### src/rtl/screen_seq_ctrl_if.sv
// Screen sequencer bus: VGA timing, mouse/game status and pixel sources in;
// current screen, muxed pixel and status flags out.
interface screen_seq_ctrl_if;
    logic        pclk_en;
    logic [9:0]  h_cnt;
    logic [9:0]  v_cnt;
    logic        valid;
    logic        MOUSE_LEFT;
    logic        mouse_on_start_button;
    logic        mouse_on_return_button;
    logic        game_solved;
    logic [11:0] pixel_menu_in;
    logic [11:0] pixel_game_in;
    logic [11:0] pixel_over_in;
    logic [1:0]  screen_state;
    logic [11:0] pixel_out;
    logic        game_start;
    logic        click_blocked;

    modport slave (
        input  pclk_en, h_cnt, v_cnt, valid, MOUSE_LEFT,
               mouse_on_start_button, mouse_on_return_button, game_solved,
               pixel_menu_in, pixel_game_in, pixel_over_in,
        output screen_state, pixel_out, game_start, click_blocked
    );

    modport master (
        output pclk_en, h_cnt, v_cnt, valid, MOUSE_LEFT,
               mouse_on_start_button, mouse_on_return_button, game_solved,
               pixel_menu_in, pixel_game_in, pixel_over_in,
        input  screen_state, pixel_out, game_start, click_blocked
    );
endinterface

### src/rtl/screen_seq_ctrl.sv
// MENU/GAME/OVER screen sequencer: requests are queued and applied only at the
// vertical-blank frame boundary, followed by a frame-counted click hold-off.
module screen_seq_ctrl #(
    parameter int HOLD_FRAMES = 8,
    parameter int VBLANK_LINE = 480
) (
    input logic              clk,
    input logic              rst_n,
    screen_seq_ctrl_if.slave bus
);
    localparam int CW = (HOLD_FRAMES < 1) ? 1 : $clog2(HOLD_FRAMES + 1);
    localparam logic [CW-1:0] HOLD_LOAD = CW'(HOLD_FRAMES);

    typedef enum logic [1:0] {
        MENU = 2'd0,
        GAME = 2'd1,
        OVER = 2'd2,
        BAD  = 2'd3
    } screen_t;

    screen_t       state, state_nxt;
    screen_t       pend_state, pend_state_nxt;
    screen_t       req_state;
    logic          pend, pend_nxt;
    logic          req;
    logic [CW-1:0] hold, hold_nxt;
    logic          mouse_prev;
    logic          fb, click;
    logic          start_q, start_nxt;
    logic [11:0]   pix_q, pix_nxt;

    assign fb    = bus.pclk_en && (bus.h_cnt == 10'd0) && (bus.v_cnt == 10'(VBLANK_LINE));
    assign click = mouse_prev && !bus.MOUSE_LEFT && (hold == '0);

    always_comb begin
        state_nxt      = state;
        pend_nxt       = pend;
        pend_state_nxt = pend_state;
        hold_nxt       = hold;
        req            = 1'b0;
        req_state      = MENU;
        pix_nxt        = pix_q;

        case (state)
            MENU:    if (click && bus.mouse_on_start_button)  begin req = 1'b1; req_state = GAME; end
            GAME:    if (bus.game_solved)                      begin req = 1'b1; req_state = OVER; end
            OVER:    if (click && bus.mouse_on_return_button) begin req = 1'b1; req_state = MENU; end
            default: ;
        endcase

        // A request seen on a boundary that already applies a pending change is
        // dropped; otherwise it queues and waits for the next boundary.
        if (state == BAD) begin
            state_nxt = MENU;
            pend_nxt  = 1'b0;
            hold_nxt  = HOLD_LOAD;
        end else if (fb && pend) begin
            state_nxt = pend_state;
            pend_nxt  = 1'b0;
            hold_nxt  = HOLD_LOAD;
        end else begin
            if (fb && hold != '0)
                hold_nxt = hold - CW'(1);
            if (req && !pend) begin
                pend_nxt       = 1'b1;
                pend_state_nxt = req_state;
            end
        end

        start_nxt = (state_nxt == GAME) && (state != GAME);

        if (bus.pclk_en) begin
            if (!bus.valid) pix_nxt = 12'h000;
            else begin
                case (state)
                    MENU:    pix_nxt = bus.pixel_menu_in;
                    GAME:    pix_nxt = bus.pixel_game_in;
                    OVER:    pix_nxt = bus.pixel_over_in;
                    default: pix_nxt = 12'h000;
                endcase
            end
        end
    end

    always_ff @(posedge clk) begin
        if (!rst_n) begin
            state      <= MENU;
            pend       <= 1'b0;
            pend_state <= MENU;
            hold       <= '0;
            mouse_prev <= 1'b0;
            start_q    <= 1'b0;
            pix_q      <= 12'h000;
        end else begin
            state      <= state_nxt;
            pend       <= pend_nxt;
            pend_state <= pend_state_nxt;
            hold       <= hold_nxt;
            mouse_prev <= bus.MOUSE_LEFT;
            start_q    <= start_nxt;
            pix_q      <= pix_nxt;
        end
    end

    assign bus.screen_state  = state;
    assign bus.pixel_out     = pix_q;
    assign bus.game_start    = start_q;
    assign bus.click_blocked = (hold != '0);
endmodule

### src/flat_wrapper.sv
// flat-port wrapper written by rule: the top's interface ports become plain ports
module screen_seq_ctrl_flat 
#(
    parameter int HOLD_FRAMES = 8,
    parameter int VBLANK_LINE = 480
)
  (clk, rst_n, bus_pclk_en, bus_h_cnt, bus_v_cnt, bus_valid, bus_MOUSE_LEFT, bus_mouse_on_start_button, bus_mouse_on_return_button, bus_game_solved, bus_pixel_menu_in, bus_pixel_game_in, bus_pixel_over_in, bus_screen_state, bus_pixel_out, bus_game_start, bus_click_blocked);
  screen_seq_ctrl_if bus_i ();
  input logic clk;
  input logic rst_n;
  input wire logic [$bits(bus_i.pclk_en)-1:0] bus_pclk_en;
  input wire logic [$bits(bus_i.h_cnt)-1:0] bus_h_cnt;
  input wire logic [$bits(bus_i.v_cnt)-1:0] bus_v_cnt;
  input wire logic [$bits(bus_i.valid)-1:0] bus_valid;
  input wire logic [$bits(bus_i.MOUSE_LEFT)-1:0] bus_MOUSE_LEFT;
  input wire logic [$bits(bus_i.mouse_on_start_button)-1:0] bus_mouse_on_start_button;
  input wire logic [$bits(bus_i.mouse_on_return_button)-1:0] bus_mouse_on_return_button;
  input wire logic [$bits(bus_i.game_solved)-1:0] bus_game_solved;
  input wire logic [$bits(bus_i.pixel_menu_in)-1:0] bus_pixel_menu_in;
  input wire logic [$bits(bus_i.pixel_game_in)-1:0] bus_pixel_game_in;
  input wire logic [$bits(bus_i.pixel_over_in)-1:0] bus_pixel_over_in;
  output wire logic [$bits(bus_i.screen_state)-1:0] bus_screen_state;
  output wire logic [$bits(bus_i.pixel_out)-1:0] bus_pixel_out;
  output wire logic [$bits(bus_i.game_start)-1:0] bus_game_start;
  output wire logic [$bits(bus_i.click_blocked)-1:0] bus_click_blocked;
  assign bus_i.pclk_en = bus_pclk_en;
  assign bus_i.h_cnt = bus_h_cnt;
  assign bus_i.v_cnt = bus_v_cnt;
  assign bus_i.valid = bus_valid;
  assign bus_i.MOUSE_LEFT = bus_MOUSE_LEFT;
  assign bus_i.mouse_on_start_button = bus_mouse_on_start_button;
  assign bus_i.mouse_on_return_button = bus_mouse_on_return_button;
  assign bus_i.game_solved = bus_game_solved;
  assign bus_i.pixel_menu_in = bus_pixel_menu_in;
  assign bus_i.pixel_game_in = bus_pixel_game_in;
  assign bus_i.pixel_over_in = bus_pixel_over_in;
  assign bus_screen_state = bus_i.screen_state;
  assign bus_pixel_out = bus_i.pixel_out;
  assign bus_game_start = bus_i.game_start;
  assign bus_click_blocked = bus_i.click_blocked;
  screen_seq_ctrl #(.HOLD_FRAMES(HOLD_FRAMES), .VBLANK_LINE(VBLANK_LINE)) u_core (.clk(clk), .rst_n(rst_n), .bus(bus_i));
endmodule
### config.mk
export PLATFORM = sky130hd
export DESIGN_NAME = screen_seq_ctrl_flat
export DESIGN_NICKNAME = d
export VERILOG_FILES = /design/src/rtl/screen_seq_ctrl_if.sv /design/src/rtl/screen_seq_ctrl.sv /design/src/flat_wrapper.sv
export SDC_FILE = /design/constraint.sdc
export NUM_CORES = 1
export LEC_CHECK = 0
export ABC_AREA = 1
export CAP_MARGIN = 5
export CORE_ASPECT_RATIO = 0.8
export CORE_MARGIN = 4
export CORE_UTILIZATION = 40
export DETAILED_ROUTE_END_ITERATION = 7
export HOLD_SLACK_MARGIN = 0.1
export PLACE_DENSITY_LB_ADDON = 0.3
export SETUP_SLACK_MARGIN = 0.1
export SKIP_LAST_GASP = 1
export SLEW_MARGIN = 20
export SYNTH_ARGS = -nofsm -noshare
export SYNTH_HDL_FRONTEND = slang
export SYNTH_SLANG_ARGS = --single-unit
### constraint.sdc
create_clock -name clk -period 3.7 [get_ports clk]
set_clock_uncertainty 0.15 [all_clocks]
set_input_delay 0.74 -clock clk [delete_from_list [all_inputs] [get_ports clk]]
set_output_delay 0.74 -clock clk [all_outputs]
set_load 0.01 [all_outputs]
==> results of run 1 <==
==> where the power goes <==
group	switching, mW	internal [mW]	leakage (nW)
combinational	0.0372	0.0779	0.654
clock	0.0786	0.0768	0.0228
sequential	0.00307	0.254	0.187
==> flip-flops by register name, summed over array words and instances, names as in the netlist <==
signal                   flops
u_core.bus.pixel_out        12
u_core.bus.screen_state      2
u_core.bus.game_start        1
u_core.pend_state            2
u_core.hold                  4
u_core.pend                  1
u_core.mouse_prev            1
==> how the worst min path moves through the flow <==
stage / cells past startpoint / end
after floorplan: 2 / u_core.pend_state[0]$_SDFFE_PN0P_
after global placement: 2 / u_core.bus.pixel_out[9]$_SDFFE_PN0P_
after detailed placement: 2 / u_core.bus.pixel_out[9]$_SDFFE_PN0P_
after CTS: 2 / u_core.bus.pixel_out[9]$_SDFFE_PN0P_
after global routing: 2 / u_core.pend_state[1]$_SDFFE_PN0P_
final: 2 / u_core.bus.pixel_out[3]$_SDFFE_PN0P_
==> cells in the final DEF (no fill, tap or decap), drive strengths merged, types with 3 or more instances in the layout <==
master         count
nand2             86
clkdlybuf4s50     79
nor2              29
dfxtp             23
a21oi             20
inv               20
nand3             19
nand4              5
clkbuf             4
nor3               3
==> cells by family after synthesis <==
logic type | count (synthesis) | share of synthesized area, %
adders and majority gates | 2 | 1.84
buffers and inverters | 26 | 7.93
AOI/OAI and AO/OA | 23 | 8.95
DFF | 23 | 33.9
and+or+nand+nor | 146 | 47.3
==> stage by stage <==
step / hold WS (ns) / area [um^2] / cells
after floorplan: 0.290 / 1360 / 220
after global placement: 0.302 / 2160 / 333
after detailed placement: 0.309 / 2160 / 333
after CTS: 0.318 / 2210 / 337
after global routing: 0.338 / 2210 / 337
final: 0.317 / 2210 / 337
==> cell type report <==
cell class	count	area share [%]
Timing Repair Buffer	79	35.8
Multi-Input combinational cell	171	35.7
Sequential cell	23	20.8
Inverter	20	3.40
Tap cell	40	2.27
Clock buffer	4	2.04
==> metal layers <==
| metal | up-vias | GRT usage [%] | routed length [um] |
|---|---|---|---|
| li1 | 850 | - | - |
| met1 | 699 | 23.7 | 1800 |
| met2 | 64 | 29.4 | 1750 |
| met3 | 2 | 6.22 | 424 |
| met4 | 0 | 3.68 | 18 |
| met5 | - | 0 | 0 |
==> worst min-delay path, delay by kind of cell (launching register included) <==
family	cells	cell delay [ns]
compound gates	1	0.05
simple gates	1	0.06
flops	1	0.31
==> metrics.csv, run 1 <==
stage;metric;value;unit
setup_path;worst setup path startpoint;u_core.hold[1]$_SDFFE_PP0P_;
setup_path;kind of end point of the critical path;output port;
setup_path;Reg2Reg Setup Slack;2.03;ns
die;initial cell density of the core;42.7;%
global_route;number of antenna violations at the first check in global routing;0;
setup_path;capture point of the critical path;bus_click_blocked;
worst_hold_path;origin of the worst min-delay path;u_core.bus.pixel_out[3]$_SDFFE_PN0P_;
synthesis;mean area per synthesized cell;6.17;um^2
setup_path;maximum fanout along the worst path;5;
timing;worst max-slew margin expressed relative to the limit;48.2;%
clock_tree;Root Driver;clkbuf_8;
clock_tree;H-tree Lvls;1;
final_layout;Multi-input gate area;788;um^2
timing;minimum setup slack in the final design;1.21;ns
die;Chip Width;73.1;um
clock_tree;Bufs on Longest Clock Path;2;
final_layout;fin nets;364;
clock_tree;worst skew pair latency;0.26;ns
global_route;maximum number of pins on one net before global-route repair;17;
timing;Hold Violations, Final;0;
setup_path;crit path DAT;1.60;ns
status;outcome;finished, final reports clean;
setup_path;slowest cell delay on critical path;0.55;ns
final_layout;share of cells above drive strength 1;6.06;%
synthesis;synth warn;0;
synthesis;number of distinct standard cells referenced by the synthesized netlist;24;
setup_path;startpoint of the most critical register-to-register path;u_core.hold[0]$_SDFFE_PP0P_;
die;Total Die Area;4390;um^2
synthesis;post-synthesis async set-or-reset flop share;0;%
die;Row Count;18;
timing;endpoints failing setup;0;
final_layout;area occupied by registers;460;um^2
setup_path;worst-case reg-to-reg path depth;9;
power_and_ir_drop;leakage power summed over all cells;0.863;nW
drt;number of iterations in the first detailed-routing pass;4;
global_route;grt ovf;0;
placement;final weighted congestion in routability-driven placement;0.807;
setup_path;CP Depth;4;
synthesis;library cell with the largest summed area after synthesis;dfxtp_1;
clock_tree;hold-fix buffers at CTS;0;
drt;count of vias placed by the detailed router;1615;
drt;sum of routed wire length over all layers;4.00;mm
power_and_ir_drop;worst vdd ir;0.215;mV
timing;Period minus WS final;2.49;ns
die;Placeable Area;3180;um^2
timing;actual transition at the worst max-transition pin;0.774;ns
placement;pre-CTS WS;1.30;ns
global_route;vias in the first global route;1497;
worst_hold_path;worst hold path type;reg2reg;
drt;routed length per instance;11.9;um
synthesis;Synth Net Count;286;
synthesis;Yosys top cell area share;33.9;%
global_route;global-route usage over all layers;18.2;%
synthesis;post-synthesis sequential area ratio;33.9;%
synthesis;Commonest cells post-synth;nand2_1, dfxtp_1, nor2_1, a21oi_1, inv_1;
clock_tree;buffers inserted by post-CTS timing repair;0;
die;# IOs;80;
synthesis;number of register bits inferred by synthesis;23;
drt;Iteration-0 DRC Markers;62;
power_and_ir_drop;cell area power density;239;nW/um^2
clock_tree;Clock transition at path regs;0.08;ns
clock_tree;clock tree from TritonCTS;yes;
setup_path;cell chain of the critical path;inv_1, ha_1, nand2_2, clkdlybuf4s50_1;
setup_path;kind of critical path;reg2out;
setup_path;Crit path max-delay family;buffers and inverters;
timing;setup total negative slack;0;ns
clock_tree;post-cts sizing count;0;
synthesis;leading cell types by total area after synthesis;dfxtp_1, nand2_1, a21oi_1, nand3_1, nor2_1;
timing;unrepaired setup endpoints after global routing;no;
final_layout;layout overhead on the synthesized area;62.9;%
setup_path;Critical-path top delay cell;clkdlybuf4s50_1;
placement;placed wire-length estimate after detailed placement;3.22;mm
drt;ratio of routed vias to standard cells;4.79;
timing;final count of pins violating max slew;0;
synthesis;number of flops mapped to enable cells by yosys;0;
placement;# port buffers;79;
global_route;first-pass GRT wire length;6.36;mm
power_and_ir_drop;Pwr Total;0.527;mW
setup_path;CP bufs+invs;2;
synthesis;cell with the most instances after synthesis;nand2_1;
timing;highest achievable clock rate;401;MHz
drt;remaining antenna violation count after routing;0;
synthesis;combined area of all synthesized cells;1360;um^2
final_layout;end-of-flow core utilization;69.6;%
drt;drc violations;0;
clock_tree;number of buffers inserted during clock tree synthesis;3;
synthesis;number of standard cells after synthesis;220;
die;vertical die dimension;60.1;um
synthesis;dominant synthesized flop cell;dfxtp_1;
final_layout;filler cell count;274;
flow_run;max cap viols;0;
timing;final cycle utilization of the critical path;67.3;%
setup_path;required time of the worst setup path;2.81;ns
setup_path;CP startpoint kind;flip-flop;
clock_tree;Sinks on Clock Net;23;
final_layout;Ant. Diodes;0;
setup_path;Worst R2R End;u_core.pend_state[1]$_SDFFE_PN0P_;
Note: power is estimated with default switching activity, not from simulation.
==> inputs of run 2 (changes only) <==
--- a/config.mk
+++ b/config.mk
@@ -9,7 +9,7 @@
 export CAP_MARGIN = 5
 export CORE_ASPECT_RATIO = 0.8
 export CORE_MARGIN = 4
-export CORE_UTILIZATION = 40
+export CORE_UTILIZATION = 34
 export DETAILED_ROUTE_END_ITERATION = 7
 export HOLD_SLACK_MARGIN = 0.1
 export PLACE_DENSITY_LB_ADDON = 0.3
==> constraint.sdc (replaced) <==
create_clock -name clk -period 2.2 [get_ports clk]
set_clock_uncertainty 0.15 [all_clocks]
set_input_delay 0.44 -clock clk [delete_from_list [all_inputs] [get_ports clk]]
set_output_delay 0.44 -clock clk [all_outputs]
set_load 0.01 [all_outputs]
==> run 2 against run 1 <==
Effect of this change:
- non-clock buffer count rose by 4
- die area rose by 15%
- register-to-register slack got worse by 1.4 ns
- sequential cell count did not move
- power rose by 69%
- combinational power rose by 71%
- critical path type unchanged
- critical endpoint is now bus_screen_state[1]
- largest power group unchanged
==> metrics.csv, run 2 (synthesized netlist as in run 1, its figures left out) <==
stage;metric;value;unit;change
status;outcome;finished, final reports clean;;unchanged
final_layout;number of flip-flops in the largest register;12;;unchanged
worst_hold_path;worst hold path type;reg2reg;;unchanged
global_route;maximum number of pins on one net before global-route repair;16;;was 17
final_layout;layout overhead on the synthesized area;66.5;%;was 62.9%
power_and_ir_drop;cell area power density;394;nW/um^2;was 239 nW/um^2
timing;setup total negative slack;0;ns;unchanged
drt;Iteration-0 DRC Markers;78;;was 62
setup_path;worst-case reg-to-reg path depth;9;;unchanged
global_route;vias in the first global route;1453;;was 1,497
die;vertical die dimension;64.5;um;was 60.1 um
placement;pre-CTS WS;0.169;ns;was 1.30 ns
placement;# port buffers;79;;unchanged
timing;WHS;0.315;ns;was 0.317 ns
final_layout;Design Area, Final;2260;um^2;was 2210 um^2
power_and_ir_drop;leakage power summed over all cells;0.891;nW;was 0.863 nW
timing;actual transition at the worst max-transition pin;0.402;ns;was 0.774 ns
setup_path;CP Depth;1;;was 4
power_and_ir_drop;Pwr Total;0.890;mW;was 0.527 mW
clock_tree;Sinks on Clock Net;23;;unchanged
clock_tree;Bufs on Longest Clock Path;2;;unchanged
final_layout;Ant. Diodes;0;;unchanged
drt;sum of routed wire length over all layers;3.97;mm;was 4.00 mm
clock_tree;Clock transition at path regs;0.08;ns;about the same
global_route;first-pass GRT wire length;6.33;mm;was 6.36 mm
die;initial cell density of the core;35.4;%;was 42.7%
setup_path;CP bufs+invs;1;;was 2
setup_path;Crit path max-delay family;buffers and inverters;;unchanged
setup_path;kind of critical path;reg2out;;unchanged
die;Placeable Area;3830;um^2;was 3180 um^2
setup_path;maximum fanout along the worst path;6;;was 5
timing;unrepaired setup endpoints after global routing;no;;unchanged
flow_run;max cap viols;0;;unchanged
die;Row Count;20;;was 18
drt;drc violations;0;;unchanged
drt;number of iterations in the first detailed-routing pass;4;;unchanged
clock_tree;Root Driver;clkbuf_8;;unchanged
setup_path;CP startpoint kind;flip-flop;;unchanged
timing;worst max-slew margin expressed relative to the limit;73.2;%;was 48.2%
worst_hold_path;Hold Crit Depth;2;;unchanged
clock_tree;hold-fix buffers at CTS;0;;unchanged
timing;endpoints failing setup;0;;unchanged
timing;minimum setup slack in the final design;0.272;ns;was 1.21 ns
clock_tree;buffers inserted by post-CTS timing repair;0;;unchanged
placement;final weighted congestion in routability-driven placement;0.776;;was 0.807
timing;highest achievable clock rate;519;MHz;
clock_tree;H-tree Lvls;1;;unchanged
final_layout;share of cells above drive strength 1;7.64;%;was 6.06%
timing;final cycle utilization of the critical path;87.7;%;
timing;Hold Violations, Final;0;;unchanged
final_layout;most common library cell in the layout ignoring fill and taps;nand2_1;;unchanged
final_layout;fin nets;368;;was 364
clock_tree;number of buffers inserted during clock tree synthesis;3;;unchanged
die;Chip Width;78.6;um;was 73.1 um
die;# IOs;80;;unchanged
setup_path;worst setup path startpoint;u_core.bus.screen_state[1]$_SDFF_PN0_;;was u_core.hold[1]$_SDFFE_PP0P_
die;Total Die Area;5070;um^2;was 4390 um^2
drt;ratio of routed vias to standard cells;4.46;;was 4.79
placement;placed inst area;2210;um^2;was 2160 um^2
setup_path;startpoint of the most critical register-to-register path;u_core.hold[0]$_SDFFE_PP0P_;;unchanged
final_layout;filler cell count;361;;was 274
clock_tree;post-cts sizing count;1;;was 0
setup_path;crit path DAT;1.34;ns;was 1.60 ns
setup_path;kind of end point of the critical path;output port;;unchanged
clock_tree;worst skew pair latency;0.26;ns;about the same
setup_path;Critical-path top delay cell;clkdlybuf4s50_1;;unchanged
final_layout;commonest cells after routing, fill and taps aside;nand2_1, clkdlybuf4s50_1, dfxtp_1;;unchanged
drt;count of vias placed by the detailed router;1588;;was 1,615
drt;routed length per instance;11.2;um;was 11.9 um
timing;final count of pins violating max slew;0;;unchanged
placement;placed wire-length estimate after detailed placement;3.23;mm;was 3.22 mm
global_route;grt ovf;0;;unchanged
clock_tree;clock tree from TritonCTS;yes;;unchanged
timing;Period minus WS final;1.93;ns;
power_and_ir_drop;worst vdd ir;0.311;mV;was 0.215 mV
worst_hold_path;origin of the worst min-delay path;u_core.hold[0]$_SDFFE_PP0P_;;was u_core.bus.pixel_out[3]$_SDFFE_PN0P_
setup_path;required time of the worst setup path;1.61;ns;was 2.81 ns
setup_path;slowest cell delay on critical path;0.59;ns;was 0.55 ns
drt;remaining antenna violation count after routing;0;;unchanged
global_route;global-route usage over all layers;15.5;%;was 18.2%
setup_path;cell chain of the critical path;clkdlybuf4s50_1;;was inv_1, ha_1, nand2_2, clkdlybuf4s50_1
global_route;number of antenna violations at the first check in global routing;0;;unchanged
-- run 2: changes by cell type in the layout (fill, tap and decap cells not counted), sizes merged --
cell,previous run,this run
clkbuf,4,3
buf,0,4
clkinv,0,1
clkdlybuf4s50,79,78
dlygate4sd2,0,1
-- run 2: area by class of cell --
class | count | area (um^2) | share of cell area (%)
timing repair buffer | 83 | 820 | 36.3
multi-input combinational | 171 | 788 | 34.9
inverter | 20 | 75.1 | 3.32
tap | 55 | 68.8 | 3.05
sequential | 23 | 460 | 20.4
clock buffer | 3 | 41.3 | 1.83
clock inverter | 1 | 5.00 | 0.222
-- run 2: path summary, 6_finish.rpt --
check	endpoint	slack (ns)
hold / removal	u_core.hold[0]$_SDFFE_PP0P_	0.32
setup reg to reg	u_core.pend_state[1]$_SDFFE_PN0P_	0.60
setup / recovery	bus_screen_state[1]	0.27
hold reg to reg	u_core.hold[0]$_SDFFE_PP0P_	0.32
-- run 2: routing by layer --
layer	routed length, um	part of all wire, %	up-vias	track usage [%]
met1	1810	45	679	19.5
li1	-	-	861	-
met4	27	0.68	0	3.28
met5	0	0	-	0
met3	318	8.0	4	5.28
met2	1820	46	44	25.7
-- run 2: where the power goes --
group          internal [mW]  switching (mW)  leakage, nW
Clock                  0.126           0.135       0.0255
Sequential             0.427         0.00486        0.187
Combinational          0.133          0.0632        0.678
Total                  0.687           0.203        0.891
-- run 2: per-stage QoR --
step / utilization, % / instances
6_report: 59.0 / 356
5_1_grt: 59.0 / 356
4_1_cts: 59.0 / 356
3_5_place_dp: 57.8 / 352
3_3_place_gp: 57.8 / 352
2_1_floorplan: - / 220
==> inputs of run 3 (changes only) <==
--- a/config.mk
+++ b/config.mk
@@ -11,7 +11,7 @@
 export CORE_MARGIN = 4
 export CORE_UTILIZATION = 34
 export DETAILED_ROUTE_END_ITERATION = 7
-export HOLD_SLACK_MARGIN = 0.1
+export HOLD_SLACK_MARGIN = 0.08
 export PLACE_DENSITY_LB_ADDON = 0.3
 export SETUP_SLACK_MARGIN = 0.1
 export SKIP_LAST_GASP = 1
==> results of run 3 <==
Same layout as run 2: the final DEF is identical, and so are final timing and power.
